<file path="src/rtl/job_collector_pkg.sv">
// job_collector_pkg: header field positions, type codes, word-count helpers and FSM states shared by the job collector
package job_collector_pkg;
  localparam int LAST_BIT = 47;
  localparam int TYPE_HI = 46;
  localparam int TYPE_LO = 44;
  localparam int IDX_HI = 43;
  localparam int IDX_LO = 40;
  localparam logic [2:0] TYPE_IDLE = 3'd0;
  localparam logic [2:0] TYPE_DATA = 3'd1;
  localparam logic [2:0] TYPE_MID = 3'd2;
  localparam logic [2:0] TYPE_TGT = 3'd3;
  localparam logic [2:0] TYPE_ABORT = 3'd7;
  typedef enum logic {COLLECT, PENDING} state_e;
  function automatic int nwords(input int width, input int p);
    return (width + p - 1) / p;
  endfunction
  function automatic int remwidth(input int width, input int p);
    return width % p;
  endfunction
endpackage

</file>
<file path="src/rtl/job_collector_field_assembler.sv">
// field_assembler: one MSB-first shadow field plus received mask; in: word type/index/payload, accept, clear; out: hit, tail, complete, next shadow value
module field_assembler
  import job_collector_pkg::*;
#(
  parameter int W = 96,
  parameter int P = 40,
  parameter logic [2:0] TYPE = TYPE_DATA
) (
  input  logic         clk,
  input  logic         rst_n,
  input  logic         acc_i,
  input  logic [2:0]   typ_i,
  input  logic [3:0]   idx_i,
  input  logic [P-1:0] payload_i,
  input  logic         clr_i,
  output logic         hit_o,
  output logic         tail_o,
  output logic         complete_o,
  output logic [W-1:0] data_nxt_o
);
  localparam int NW = nwords(W, P);
  localparam int R = remwidth(W, P);
  localparam int RR = R == 0 ? 1 : R;
  localparam int NF = R == 0 ? NW : NW - 1;
  logic [W-1:0] data_q, data_d;
  logic [NW-1:0] mask_q, mask_d, mask_w;
  logic wr;
  assign hit_o = typ_i == TYPE && idx_i != 4'd0 && idx_i <= 4'(NW);
  assign tail_o = hit_o && idx_i == 4'(NW);
  assign wr = acc_i && hit_o;
  assign complete_o = &mask_w;
  assign data_nxt_o = data_d;
  always_comb begin
    data_d = data_q;
    for (int k = 0; k < NF; k++)
      if (wr && idx_i == 4'(k + 1)) data_d[W-1-k*P -: P] = payload_i;
    if (R != 0 && wr && idx_i == 4'(NW)) data_d[RR-1:0] = payload_i[P-1 -: RR];
    mask_w = wr ? mask_q | NW'(1) << (idx_i - 4'd1) : mask_q;
    mask_d = clr_i ? '0 : mask_w;
  end
  always_ff @(posedge clk) begin
    if (!rst_n) begin
      data_q <= '0;
      mask_q <= '0;
    end else begin
      data_q <= data_d;
      mask_q <= mask_d;
    end
  end
endmodule

</file>
<file path="src/rtl/job_collector.sv">
// job_collector: assembles tagged words into data_hash/midstate/target jobs; in: datain stream, job_ready; out: datain_ready, job fields, job_valid, error pulses, job_cnt
module job_collector
  import job_collector_pkg::*;
#(
  parameter int DATAIN = 48,
  parameter int PAYLOAD_WID = 40,
  parameter int DATA_WID = 96,
  parameter int HASH_DATA_WID = 256,
  parameter int CNT_WID = 16
) (
  input  logic                     clk,
  input  logic                     rst_n,
  input  logic                     datain_valid,
  input  logic [DATAIN-1:0]        datain,
  output logic                     datain_ready,
  output logic                     job_valid,
  input  logic                     job_ready,
  output logic [DATA_WID-1:0]      data_hash,
  output logic [HASH_DATA_WID-1:0] midstate,
  output logic [HASH_DATA_WID-1:0] target,
  output logic                     err_incomplete,
  output logic                     err_bad_word,
  output logic [CNT_WID-1:0]       job_cnt
);
  state_e state_q, state_d;
  logic up_q, vld_q, vld_d, inc_q, bad_q;
  logic [CNT_WID-1:0] cnt_q;
  logic [DATA_WID-1:0] dh_q, nxt_d;
  logic [HASH_DATA_WID-1:0] ms_q, tg_q, nxt_m, nxt_t;
  logic acc, last, hit_d, hit_m, hit_t, tail_d, tail_m, tail_t, cmp_d, cmp_m, cmp_t;
  logic all_cmp, try_commit, good, inc, bad, abort, free, take, load, clr;
  logic [2:0] typ;
  logic [3:0] idx;
  logic [PAYLOAD_WID-1:0] pl;
  assign datain_ready = up_q && state_q == COLLECT;
  assign acc = datain_valid && datain_ready;
  assign last = datain[LAST_BIT];
  assign typ = datain[TYPE_HI:TYPE_LO];
  assign idx = datain[IDX_HI:IDX_LO];
  assign pl = datain[PAYLOAD_WID-1:0];
  field_assembler #(.W(DATA_WID), .P(PAYLOAD_WID), .TYPE(TYPE_DATA)) u_data (
    .clk(clk), .rst_n(rst_n), .acc_i(acc), .typ_i(typ), .idx_i(idx), .payload_i(pl), .clr_i(clr),
    .hit_o(hit_d), .tail_o(tail_d), .complete_o(cmp_d), .data_nxt_o(nxt_d)
  );
  field_assembler #(.W(HASH_DATA_WID), .P(PAYLOAD_WID), .TYPE(TYPE_MID)) u_mid (
    .clk(clk), .rst_n(rst_n), .acc_i(acc), .typ_i(typ), .idx_i(idx), .payload_i(pl), .clr_i(clr),
    .hit_o(hit_m), .tail_o(tail_m), .complete_o(cmp_m), .data_nxt_o(nxt_m)
  );
  field_assembler #(.W(HASH_DATA_WID), .P(PAYLOAD_WID), .TYPE(TYPE_TGT)) u_tgt (
    .clk(clk), .rst_n(rst_n), .acc_i(acc), .typ_i(typ), .idx_i(idx), .payload_i(pl), .clr_i(clr),
    .hit_o(hit_t), .tail_o(tail_t), .complete_o(cmp_t), .data_nxt_o(nxt_t)
  );
  // completeness is judged on masks that already include the current word
  assign all_cmp = cmp_d && cmp_m && cmp_t;
  // the target tail always commits; other field tails commit only when they finish the job
  assign try_commit = acc && last && (tail_t || ((tail_d || tail_m) && all_cmp));
  assign good = try_commit && all_cmp;
  assign inc = try_commit && !all_cmp;
  assign bad = acc && !(typ == TYPE_IDLE || typ == TYPE_ABORT || hit_d || hit_m || hit_t);
  assign abort = acc && typ == TYPE_ABORT;
  assign free = !vld_q || job_ready;
  assign take = vld_q && job_ready;
  always_comb begin
    state_d = state_q;
    load = 1'b0;
    clr = abort || inc;
    if (state_q == COLLECT && good) begin
      load = free;
      clr = clr || free;
      state_d = free ? COLLECT : PENDING;
    end
    if (state_q == PENDING && job_ready) begin
      load = 1'b1;
      clr = 1'b1;
      state_d = COLLECT;
    end
    vld_d = load || (vld_q && !take);
  end
  always_ff @(posedge clk) begin
    if (!rst_n) begin
      state_q <= COLLECT;
      up_q <= 1'b0;
      vld_q <= 1'b0;
      inc_q <= 1'b0;
      bad_q <= 1'b0;
      cnt_q <= '0;
      dh_q <= '0;
      ms_q <= '0;
      tg_q <= '0;
    end else begin
      state_q <= state_d;
      up_q <= 1'b1;
      vld_q <= vld_d;
      inc_q <= inc;
      bad_q <= bad;
      cnt_q <= cnt_q + CNT_WID'(take);
      if (load) begin
        dh_q <= nxt_d;
        ms_q <= nxt_m;
        tg_q <= nxt_t;
      end
    end
  end
  assign job_valid = vld_q;
  assign data_hash = dh_q;
  assign midstate = ms_q;
  assign target = tg_q;
  assign err_incomplete = inc_q;
  assign err_bad_word = bad_q;
  assign job_cnt = cnt_q;
endmodule

</file>
<file path="config.mk">
export PLATFORM = sky130hd
export DESIGN_NAME = job_collector
export DESIGN_NICKNAME = d
export VERILOG_FILES = /design/src/rtl/job_collector_pkg.sv /design/src/rtl/job_collector_field_assembler.sv /design/src/rtl/job_collector.sv
export SDC_FILE = /design/constraint.sdc
export NUM_CORES = 2
export LEC_CHECK = 0
export CORE_MARGIN = 5
export CORE_UTILIZATION = 50
export CTS_CLUSTER_SIZE = 10
export DETAILED_ROUTE_END_ITERATION = 16
export HOLD_SLACK_MARGIN = 0.15
export MAX_ROUTING_LAYER = met4
export PLACE_DENSITY = 0.71
export SLEW_MARGIN = 10
export SYNTH_ARGS = -nofsm -noshare
export SYNTH_HDL_FRONTEND = slang
export SYNTH_HIERARCHICAL = 1
export SYNTH_SLANG_ARGS = --single-unit
export TNS_END_PERCENT = 10
</file>
<file path="constraint.sdc">
create_clock -name clk -period 10.8 [get_ports clk]
set_input_delay 3.24 -clock clk [delete_from_list [all_inputs] [get_ports clk]]
set_output_delay 3.24 -clock clk [all_outputs]
set_load 0.02 [all_outputs]
</file>
; Word level (Yosys, flattened, before mapping)
; Cells that the tools add are included.
[op_classes]
n_addsub = 2
n_lt_le_gt_ge = 2
n_eq_ne = 11
shifts = 2
muxes = 26
n_bitwise = 5
n_reduce_logical = 65
[ops]
columns = operator, n
row1 = two-way mux 40 bit, 14
row2 = two-way mux 16 bit, 3
row3 = logical AND 1 bit, 44
row4 = adder 16 x 1 -> 16 bit, 1
row5 = "equality test 4 x 3 -> 1 bit, second input constant", 4
row6 = two-way mux 7 bit, 2
row7 = OR 7 bit, 2
row8 = AND reduction 7 bit, 2
row9 = logical OR 1 bit, 10
row10 = "equality test 4 x 2 -> 1 bit, second input constant", 2
row11 = "<< shifter 1 x 4 -> 7 bit, first input constant", 1
row12 = "equality test 3 x 2 -> 1 bit, second input constant", 2
row13 = two-way mux 1 bit, 6
row14 = "equality test 4 x 1 -> 1 bit, second input constant", 1
row15 = "less-or-equal comparator 4 x 2 -> 1 bit, second input constant", 1
row16 = "less-or-equal comparator 4 x 3 -> 1 bit, second input constant", 1
row17 = zero test 1 bit, 4
row18 = nonzero test 4 bit, 1
row19 = OR reduction 2 bit, 2
row20 = "<< shifter 1 x 4 -> 3 bit, first input constant", 1
row21 = "subtractor 4 x 1 -> 4 bit, second input constant", 1
row22 = "equality test 3 x 1 -> 1 bit, second input constant", 1
row23 = "equality test 3 bit, second input constant", 1
row24 = zero test 3 bit, 1
row25 = other kinds (4), 5
[word_totals]
ff_bits = 1254
inputBits = 52
out_inout_bits = 628

; Logic depth before layout (Yosys ltp)
[depth]
ltp_word = 17
mapped_depth = 16

; Hierarchy
; The synthesis kept the hierarchy.
[modules_own_cells]
columns = module, n_inst, cells_each, area_each_um2
row1 = job_collector, 1, 2749, 24823.8
row2 = field_assembler (u_mid), 1, 1215, 10796.6
row3 = field_assembler (u_tgt), 1, 868, 10411.2
row4 = field_assembler (u_data), 1, 341, 3983.8

; Least setup slack after synthesis
; No wires, ideal clock.
[synth_path]
path_type = input-to-reg
startpoint = in datain[46]
endpoint = reg u_tgt.mask_q[1]
setup_time_ns = 0.115
arrival_ns = 6.148
t_required_ns = 10.685
slack_ns = 4.538
stages = 16
path_buffers = 7
path_cell_list = nand3b_1 -> clkbuf_1 -> nor3_2 -> buf_2 -> o21ai_0 -> a221oi_1 -> and4_1 -> a41oi_2 -> buf_2 -> buf_6 -> buf_6 -> buf_6 -> o31ai_1 -> nor2b_1 -> clkbuf_1 -> o21a_1
[synth_between]
elab_cells_between_ends = 38
[synth_lines]
columns = item, line
row1 = start: declaration, job_collector.sv:14  ; input logic [DATAIN-1:0] datain,
row2 = equality test 3 x 2 -> 1 bit *, job_collector_field_assembler.sv:28  ; assign hit_o = typ_i == TYPE && idx_i != 4'd0 && idx_i <= 4'(NW);
row3 = logical AND 1 bit * (2 in series), job_collector_field_assembler.sv:28
row4 = logical AND 1 bit *, job_collector_field_assembler.sv:30  ; assign wr = acc_i && hit_o;
row5 = two-way mux 7 bit *, job_collector_field_assembler.sv:38  ; mask_w = wr ? mask_q | NW'(1) << (idx_i - 4'd1) : mask_q;
row6 = AND reduction 7 bit *, job_collector_field_assembler.sv:31  ; assign complete_o = &mask_w;
row7 = named net cmp_t, job_collector.sv:30  ; logic acc, last, hit_d, hit_m, hit_t, tail_d, tail_m, tail_t, cmp_d, cmp_m, cmp_t;
row8 = logical AND 1 bit *, job_collector.sv:54  ; assign all_cmp = cmp_d && cmp_m && cmp_t;
row9 = logical AND 1 bit, job_collector.sv:56  ; assign try_commit = acc && last && (tail_t || ((tail_d || tail_m) && all_cmp));
row10 = logical OR 1 bit, job_collector.sv:56
row11 = logical AND 1 bit, job_collector.sv:56
row12 = logical AND 1 bit, job_collector.sv:58  ; assign inc = try_commit && !all_cmp;
row13 = logical OR 1 bit, job_collector.sv:66  ; clr = abort || inc;
row14 = logical OR 1 bit, job_collector.sv:69  ; clr = clr || free;
row15 = two-way mux 1 bit *, job_collector.sv:67  ; if (state_q == COLLECT && good) begin
row16 = two-way mux 1 bit *, job_collector.sv:72  ; if (state_q == PENDING && job_ready) begin
row17 = named net clr, job_collector.sv:31  ; logic all_cmp, try_commit, good, inc, bad, abort, free, take, load, clr;
row18 = OR reduction 2 bit (no source line) *, -
row19 = end signal: assignment, job_collector_field_assembler.sv:47  ; mask_q <= mask_d;
row20 = end: declaration, job_collector_field_assembler.sv:26  ; logic [NW-1:0] mask_q, mask_d, mask_w;
; The timed path passes the listed nets; every way through them passes the cells marked *.
; A chain may end at the register's enable or synchronous reset.

; Worst setup path in the final report
[layout_path]
startpoint = in datain_valid
endpoint = reg ms_q[64] (netlist: midstate[64])
[layout_between]
elab_cells_between_ends = 22
[layout_lines]
columns = item, line
row1 = start: declaration, job_collector.sv:13  ; input logic datain_valid,
row2 = logical AND 1 bit *, job_collector.sv:36  ; assign acc = datain_valid && datain_ready;
row3 = named net acc, job_collector.sv:30
row4 = logical AND 1 bit *, job_collector_field_assembler.sv:30
row5 = two-way mux 7 bit *, job_collector_field_assembler.sv:38
row6 = AND reduction 7 bit *, job_collector_field_assembler.sv:31
row7 = named net cmp_t, job_collector.sv:30
row8 = logical AND 1 bit *, job_collector.sv:54
row9 = logical AND 1 bit, job_collector.sv:56
row10 = logical OR 1 bit, job_collector.sv:56
row11 = logical AND 1 bit, job_collector.sv:56
row12 = logical AND 1 bit *, job_collector.sv:57  ; assign good = try_commit && all_cmp;
row13 = logical AND 1 bit *, job_collector.sv:67
row14 = two-way mux 1 bit *, job_collector.sv:67
row15 = two-way mux 1 bit *, job_collector.sv:72
row16 = end signal: assignment, job_collector.sv:99  ; ms_q <= nxt_m;
row17 = end: declaration, job_collector.sv:29  ; logic [HASH_DATA_WID-1:0] ms_q, tg_q, nxt_m, nxt_t;
; Marks and branches as above.

==> qor.txt <==
Wire length of the first global-routing pass = 214000 um
GRT Overall Usage = 27.3%
Hold WS = 454 ps
Pwr/cell area = 152 nW/um^2
Crit path kind = primary input to flip-flop
HP Class = flip-flop to flip-flop
Total grt overflow = 0
Fin crit share = 74.2%
Reg clk slew, reported paths = 50 ps
CTS Buffer Depth = 3
Hold Fails Final Rpt = 0
Clock Skews = 22.0 ps
Mean Syn Cell Area = 9.67 sq um
CTS resizes = 0
Number of global-route vias before repair = 33800
Most frequent CP cell = buf_12
Startpoint Class = primary input
CTS Sinks = 1254
Routed len/inst = 21.1 um
Fin crit period = 8020 ps
Detailed Routing Iterations Pass 1 = 5
IO Pins = 680
Inst Count DP = 6833
Setup_tns = 0 ps
Synth cell types = 58
Max-slew violation count = 0
Max Cap Violations = 0
Die ar. = 106000 sq um
Post-synth EDFFs = 0
Initial Utilization = 50.2%
Root Buffer = clkbuf_16
Via density per instance = 5.22
Synth top cells by count = nand2_1 (1715), dfxtp_1 (1254), mux2i_1 (614), and2_1 (454), mux2_2 (328)
Layout Nets = 5741
Finished Cell Area = 61000 sq um
DR DRC count = 0
CP Data Arrival Time = 8610 ps
Worst path slowest cell = nor3_4
Chip Width = 326 um
Dpl ws = 2210 ps
Iter 0 DRT Violations = 2916
Worst slew pin tran = 1300 ps
Antenna Nets Post-Route = 0
Fmax = 0.125 GHz
Setup bufs post-CTS = 0
PortBufs = 679
Initial antenna violation count = 26
Worst setup EP type = flip-flop
Synth async-reset ratio = 0%
Post-synth top area share = 50.2%
Final wirelength = 148000 um
Syn Inst Count = 5173
Share of layout cells above drive strength 1 = 11.8%
Syn_nets = 5232
Largest net degree at the start of global routing = 285
Slew HR = 13.5%
Most used DFF post-synth = dfxtp_1
Final cell count without fillers = 7018
CTS tree = built
CTS Buf Count = 145
Core Footprint = 99700 sq um
DP Area = 57000 sq um
Crit-path cells = clkdlybuf4s50_1 -> and3b_1 -> nand2_1 -> nor3_4 -> o21ai_0 -> a221oi_1 -> and4_1 -> a41oi_4 -> buf_12 -> buf_12 -> buf_4 -> mux2i_1
Leakage power = 27.3 nW
Setup violations, final = 0
# hold bufs at CTS = 0
Buf/Inv on CP = 4
VDD IR-drop max = 0.130 mV
Synth area leader = dfxtp_1
Post-DP HPWL = 89700 um
Synth warn = 6
Top-count cell post-synth = nand2_1
Worst Path Max Fanout = 143
Top post-synthesis cells by area = dfxtp_1 (50%), nand2_1 (13%), mux2i_1 (12%), mux2_2 (7.4%), and2_1 (5.7%)
Delay-heaviest family, CP = simple AND/OR/NAND/NOR gates
GP Congestion = 0.802
Status = finished clean
Synth-to-Final Area Change = 22.0%
RSZ-0062 raised after global routing = no
Die Y = 326 um
Clock latency on the worst-skew pair = 750 ps
H-Tree Depth = 4
Sequential area share after synthesis = 50.2%
Row Count = 116
Final worst slack = 2780 ps
Fill cells = 8488
Mapped Area = 50000 sq um
Via count = 36600
Slowest stage delay, CP = 890 ps
Flops & latches, synth = 1254
Worst Path Required = 11390 ps
[sequential cells by signal, indices dropped and copies added (netlist names), 3 cells and up]
register / flops
midstate: 256
target: 256
u_mid/data_q: 256
u_tgt/data_q: 256
data_hash: 96
u_data/data_q: 96
job_cnt: 16
u_mid/mask_q: 7
u_tgt/mask_q: 7
u_data/mask_q: 3
[placed cells by master, fill, tap and decap left out, drive strengths merged, types with 8 or more instances in the layout]
| cell type | instances |
|---|---|
| mux2i | 614 |
| and2 | 454 |
| nor3 | 15 |
| a21oi | 10 |
| inv | 15 |
| diode | 9 |
| nor2 | 13 |
| o21a | 13 |
| nand2b | 9 |
| nand3 | 11 |
| clkbuf | 164 |
| o21ai | 8 |
| clkdlybuf4s50 | 640 |
| nor4 | 9 |
| buf | 81 |
| dfxtp | 1254 |
| nand2 | 1715 |
| mux2 | 449 |
| a21boi | 161 |
[report_power, final]
part	switching (mW)	internal (mW)	total (mW)
Clock	1.82	2.53	4.35
Combinational	0.228	0.0385	0.266
Sequential	0.00113	4.63	4.63
Total	2.05	7.20	9.25
[stage by stage]
stage,utilization (%),power (mW)
3_3_place_gp,57.1,4.99
2_1_floorplan,-,4.85
6_report,61.2,9.25
4_1_cts,61.2,9.32
3_5_place_dp,57.1,5.00
5_1_grt,61.2,9.52
[path summary, 6_finish.rpt]
kind / slack (ps) / to / cells after the start / from
worst max-delay path: 2780 / midstate[64] / 12 / datain_valid
worst min-delay path: 450 / midstate[132] / 2 / midstate[132]
worst max register to register: 5380 / midstate[64] / 11 / state_q
worst min register to register: 450 / midstate[132] / 2 / midstate[132]
[layout make-up]
cell class | count | area (sq um) | area share (%)
sequential | 1254 | 25100 | 41.2
inverter | 8 | 30.0 | 0.0492
timing repair buffer | 721 | 6990 | 11.5
multi-input combinational | 3552 | 23200 | 38.0
clock inverter | 12 | 168 | 0.275
clock buffer | 164 | 3860 | 6.32
tap | 1298 | 1620 | 2.66
antenna | 9 | 22.5 | 0.0369
[metal layers]
layer  routed length (um)  track usage, %
met5                    0               -
met4                 5270            10.8
met3                13000            8.10
met2                68000            42.2
met1                62000            33.8
[cell families (layout without fill, tap and decap cells)]
logic type               count (synthesis)  count (layout)  share of synthesized area (%)
adder cells (fa/ha/maj)                  7               7                          0.175
AO/OA/AOI/OAI                          208             208                           3.06
multiplexers                          1063            1063                           23.0
AND/OR/NAND/NOR                       2270            2270                           20.0
flip-flops                            1254            1254                           50.2
buffers and inverters                  367             905                           3.55
XOR/XNOR                                 4               4                         0.0701
other                                    0               9                              0
[worst reg2reg max path: stages (launching register included)]
cell      delay (ps)
dfxtp_1          360
and3b_1          670
nand2_1          290
nor3_4           890
o21ai_0          180
a221oi_1         460
and4_1           360
a41oi_4          140
buf_12           320
buf_12           400
buf_4            920
mux2i_1          290
(Power assumes the default switching activity.)
